<file path="config.mk">
export PLATFORM = sky130hd
export DESIGN_NAME = instruction_fetch_sequencer
export DESIGN_NICKNAME = d
export VERILOG_FILES = /design/src/rtl/instruction_fetch_sequencer.sv
export SDC_FILE = /design/constraint.sdc
export NUM_CORES = 1
export LEC_CHECK = 0
export CAP_MARGIN = 5
export CORE_MARGIN = 2
export CORE_UTILIZATION = 50
export DETAILED_ROUTE_END_ITERATION = 8
export DONT_BUFFER_PORTS = 1
export PLACE_DENSITY = 0.71
export SETUP_SLACK_MARGIN = 0.15
export SYNTH_ARGS = -nofsm -noshare
export SYNTH_HDL_FRONTEND = slang
export SYNTH_SLANG_ARGS = --single-unit
export TNS_END_PERCENT = 1
</file>
<file path="constraint.sdc">
create_clock -name Clock -period 1.3 [get_ports Clock]
set_input_delay 0.39 -clock Clock [delete_from_list [all_inputs] [get_ports Clock]]
set_output_delay 0.39 -clock Clock [all_outputs]
set_load 0.02 [all_outputs]
</file>
<file path="src/rtl/instruction_fetch_sequencer.sv">
// ---------------------------------------------------------------------------
// instruction_fetch_sequencer
//
// Front end of the 8-bit mini CPU's instruction decoder. The sequencer
// fetches opcodes from a synchronous-read program memory and holds each one
// in an instruction register. It then presents the opcode to the decoder
// for exactly one execute cycle. It supports three modes: free-run (Run
// held high), single-step (Step pulse from IDLE) and a sticky halt when
// HALT_CODE is fetched.
//
// Each instruction takes three cycles: FETCH -> LATCH -> EXEC.
//   FETCH : ProgAddr <= PC
//   LATCH : IR <= ProgData (memory data for ProgAddr is valid this cycle)
//   EXEC  : Instruction/InstrValid show the opcode; PC <= PC + 1 at the end
//
// Ports
//   Clock        in   1        system clock, rising edge
//   Reset        in   1        synchronous, active-high reset
//   Run          in   1        level: fetch/execute continuously while high
//   Step         in   1        pulse: execute one instruction from IDLE
//   HaltReq      in   1        stop after the in-flight instruction
//   ProgAddr     out  ADDR_W   registered program memory address
//   ProgData     in   INSTR_W  program memory read data for ProgAddr
//   Instruction  out  INSTR_W  opcode to decoder, NOP_CODE unless InstrValid
//   InstrValid   out  1        one-cycle pulse per executed instruction
//   PC           out  ADDR_W   current program counter
//   Busy         out  1        high in FETCH, LATCH, EXEC
//   Halted       out  1        high in HALTED
// ---------------------------------------------------------------------------
module instruction_fetch_sequencer #(
    parameter int                 ADDR_W    = 4,
    parameter int                 INSTR_W   = 4,
    parameter logic [INSTR_W-1:0] NOP_CODE  = 4'b0000,
    parameter logic [INSTR_W-1:0] HALT_CODE = 4'b1111
) (
    input  logic               Clock,
    input  logic               Reset,
    input  logic               Run,
    input  logic               Step,
    input  logic               HaltReq,
    output logic [ADDR_W-1:0]  ProgAddr,
    input  logic [INSTR_W-1:0] ProgData,
    output logic [INSTR_W-1:0] Instruction,
    output logic               InstrValid,
    output logic [ADDR_W-1:0]  PC,
    output logic               Busy,
    output logic               Halted
);

    typedef enum logic [2:0] {
        S_IDLE,
        S_FETCH,
        S_LATCH,
        S_EXEC,
        S_HALTED
    } state_t;

    state_t             state,      state_nxt;
    logic [ADDR_W-1:0]  pc,         pc_nxt;
    logic [ADDR_W-1:0]  prog_addr,  prog_addr_nxt;
    logic [INSTR_W-1:0] ir,         ir_nxt;
    logic [INSTR_W-1:0] instr,      instr_nxt;
    logic               instr_vld,  instr_vld_nxt;
    logic               step_mode,  step_mode_nxt;

    // NOTE: every state element is written with <= so all registers update
    // together from values computed before the edge; reset is synchronous,
    // so it lives inside the clocked branch rather than the sensitivity list.
    always_ff @(posedge Clock) begin
        if (Reset) begin
            state     <= S_IDLE;
            pc        <= '0;
            prog_addr <= '0;
            ir        <= NOP_CODE;
            instr     <= NOP_CODE;
            instr_vld <= 1'b0;
            step_mode <= 1'b0;
        end else begin
            state     <= state_nxt;
            pc        <= pc_nxt;
            prog_addr <= prog_addr_nxt;
            ir        <= ir_nxt;
            instr     <= instr_nxt;
            instr_vld <= instr_vld_nxt;
            step_mode <= step_mode_nxt;
        end
    end

    // NOTE: every signal gets a default at the top, so no path through the
    // case can leave one unassigned and infer a latch.
    always_comb begin
        state_nxt     = state;
        pc_nxt        = pc;
        prog_addr_nxt = prog_addr;
        ir_nxt        = ir;
        step_mode_nxt = step_mode;
        // The output pair is a one-cycle pulse by default: it is only
        // loaded on the LATCH->EXEC edge, so it is stable for all of EXEC.
        instr_nxt     = NOP_CODE;
        instr_vld_nxt = 1'b0;

        unique case (state)
            S_IDLE: begin
                // HaltReq holds off a start; Run outranks Step and clears
                // any leftover single-step request.
                if (!HaltReq) begin
                    if (Run) begin
                        state_nxt     = S_FETCH;
                        step_mode_nxt = 1'b0;
                    end else if (Step) begin
                        state_nxt     = S_FETCH;
                        step_mode_nxt = 1'b1;
                    end
                end
            end

            S_FETCH: begin
                prog_addr_nxt = pc;
                state_nxt     = S_LATCH;
            end

            S_LATCH: begin
                ir_nxt = ProgData;
                if (ProgData == HALT_CODE) begin
                    // The halt opcode is never forwarded and PC stays on it.
                    state_nxt = S_HALTED;
                end else begin
                    instr_nxt     = ProgData;
                    instr_vld_nxt = 1'b1;
                    state_nxt     = S_EXEC;
                end
            end

            S_EXEC: begin
                // The increment wraps naturally at 2**ADDR_W.
                pc_nxt = pc + 1'b1;
                if (step_mode || HaltReq || !Run) begin
                    state_nxt = S_IDLE;
                end else begin
                    state_nxt = S_FETCH;
                end
            end

            S_HALTED: begin
                state_nxt = S_HALTED;
            end

            default: begin
                state_nxt = S_IDLE;
            end
        endcase
    end

    assign ProgAddr    = prog_addr;
    assign PC          = pc;
    assign Instruction = instr;
    assign InstrValid  = instr_vld;
    assign Busy        = (state == S_FETCH) || (state == S_LATCH) || (state == S_EXEC);
    assign Halted      = (state == S_HALTED);

endmodule

</file>
==> out/metrics.csv <==
metric,value,unit
Mapped Cells,67,
Post-synth top cells,"dfxtp_1 (17), nor2_1 (10), and2_1 (5), mux2i_1 (5), nand2b_1 (3)",
"top cells by area, synth","dfxtp_1 (49%), mux2i_1 (7.1%), nor2_1 (5.4%), and2_1 (4.5%), nor4_4 (3.0%)",
final worst slack,-27.4,ps
Final period util,102,%
RePlAce Congestion,0.723,
WP depth,3,
total CTS buffers,3,
Finished Core Util,66.2,%
Yosys top cell area share,48.6,%
failing checks,negative setup slack,
outcome,"finished, violations left",
actual slew at the worst max-slew pin,318,ps
crit path capture type,primary output,
Layout area overhead,22.9,%
Post-synth top flop,dfxtp_1,
post-synth cell types,26,
Rows,13,
Synth Area per Inst,10.5,um^2
Worst Hold Depth,1,
Initial Utilization,53.8,%
Netlist Area Pre-Place,701,um^2
HPWL after DPL,835,um
Post-Syn Nets,77,
number of global-route vias before repair,457,
# DRC,0,
Worst EP arrival,940,ps
diode count,0,
Overall Power,0.000983,W
Die H,41.4,um
grt ovf,0,
Worst R2R Path Depth,4,
TritonCTS clock tree,done,
drt via density,5.33,
MaxCap Viol Count,0,
register area,363,um^2
sequential fraction of the synthesis area,48.6,%
IO buf count,0,
worst path bufs/invs,1,
TritonCTS Sinks,17,
Leakage,0.335,nW
Max Clock Freq,753,MHz
min Tclk post-route,1330,ps
Final Net Count,88,
top-count cell post-synth,dfxtp_1,
die outline width,41.4,um
Worst Clk Skew,3.13,ps
drt first pass iters,3,
fraction of final layout cells sized beyond drive strength 1,40.3,%
Yosys warnings,0,
ys async rst share,0,%
first-pass GRT wire length,2110,um
Vias,490,
CTS clock-pin slew for the worst setup and hold paths,90,ps
Clock Latency Late Sink,280,ps
antenna violations before repair,0,
WP data required,910,ps
CP Class,flop to primary output,
crit path cell chain,"nor2_4, nor2_1, buf_4",
largest net degree at the start of global routing,14,
Worst Setup Start Kind,flop,
final hold vios,0,
Crit path largest cell delay,360,ps
CP top delay family,flip-flops,
Max IR drop VDD,0.748,mV
Area after DPL,758,um^2
worst hold path type,input pin to flop,
die area,1720,um^2
multi-input logic area,367,um^2
Iter 0 DRT Violations,6,
Post-synth EDFFs,0,
worst-path maximum fanout,2,
"Slew Viols, Final",0,
cell taking the most area after synthesis,dfxtp_1,
Antenna Nets Post-Route,0,
Routed WL,1200,um
fillcell total,117,
Max Buffers Root-to-Sink,2,
pwr/cell area,1140,nW/um^2
"Setup violations, final",2,
Finished Cell Area,861,um^2
Core ar.,1300,um^2
RSZ-0062 raised after global routing,yes,
GRT Util Overall,16.3,%
htree depth,1,
worst rel slew slack,78.6,%
clk root buf,clkbuf_4,
"flops & latches, synth",17,
wire per inst,13.1,um
Post-CTS Hold Buffers,0,
Slowest cell on crit path,dfxtp_4,
IO Count,24,
-- cells in the final DEF, fill, tap and decap left out, drive strengths merged --
master  synthesis  layout
nand3b          2       2
or3             1       1
nor3            1       1
o21ai           2       2
and4            1       1
xor2            2       2
nand4b          2       2
a21o            1       1
o31ai           1       1
nor2           10      10
mux2i           5       5
nor3b           2       2
ha              1       1
nand2b          3       3
nand3           1       1
a211oi          2       2
nor4            2       2
clkbuf          1       4
dfxtp          17      17
a21oi           2       2
and2            5       5
buf             3      10
-- where the power goes --
part / leakage (nW) / internal (W) / switching, W / total [W]
sequential: 0.144 / 0.000536 / 0.0000232 / 0.000560
combinational: 0.176 / 0.0000799 / 0.0000726 / 0.000152
clock: 0.0150 / 0.000119 / 0.000152 / 0.000271
-- stage by stage --
step                setup slack, ps  instances  TNS (ps)  hold slack (ps)
global route                  -78.3         92      -130              134
finish                        -27.4         92     -35.8              148
floorplan                      97.9         67         0              466
global placement               69.3         86         0              463
CTS                           -36.9         92     -54.3              147
detailed placement             91.8         86         0              465
-- state kept, by name, indices dropped and copies added, names as in the netlist --
name,flops
ProgAddr,4
PC,4
state,3
Instruction,4
step_mode,1
InstrValid,1
-- worst reg2reg max path: stages, from the launching register on --
cell	delay, ps
dfxtp_4	360
buf_4	170
nor3b_4	340
mux2i_1	220
nor2_1	50
-- cells by family (layout without fill, tap and decap cells) --
| group | Yosys count | count (layout) | synth area share [%] |
|---|---|---|---|
| adder cells (fa/ha/maj) | 1 | 1 | 1.79 |
| XOR/XNOR | 2 | 2 | 2.50 |
| buffers and inverters | 4 | 14 | 3.04 |
| AO/OA/AOI/OAI | 8 | 8 | 7.14 |
| flip-flops | 17 | 17 | 48.6 |
| multiplexers | 5 | 5 | 7.14 |
| AND/OR/NAND/NOR | 30 | 30 | 29.8 |
-- repair_timing --
item | CTS | global route
cloned | 0 | 0
setup endpoints to repair | 16 | 22
buffers inserted | 2 | 0
pin swaps | 3 | 3
hold endpoints to repair | 0 | 0
resized for setup | 19 | 5
-- metal layers --
layer	vias to the layer above	track usage (%)	share of wire, %
met1	216	21.3	46
met2	13	22.8	45
met5	-	0	0
li1	257	-	-
met3	4	6.09	5.4
met4	0	9.68	2.8
-- path summary, 6_finish.rpt --
check | slack, ps | end | startpoint
max | -30 | Busy | state[1]
min | 150 | state[2] | Reset
max reg2reg | 60 | ProgAddr[1] | state[1]
min reg2reg | 520 | state[1] | state[2]
-- area by class of cell --
type / instances / area share, %
flip-flops and latches: 17 / 42.2
well taps: 15 / 2.18
repair buffers: 10 / 10.0
clock buffers: 4 / 3.05
multi-input cells: 46 / 42.6
No activity file was read; power rests on OpenSTA's default activity.
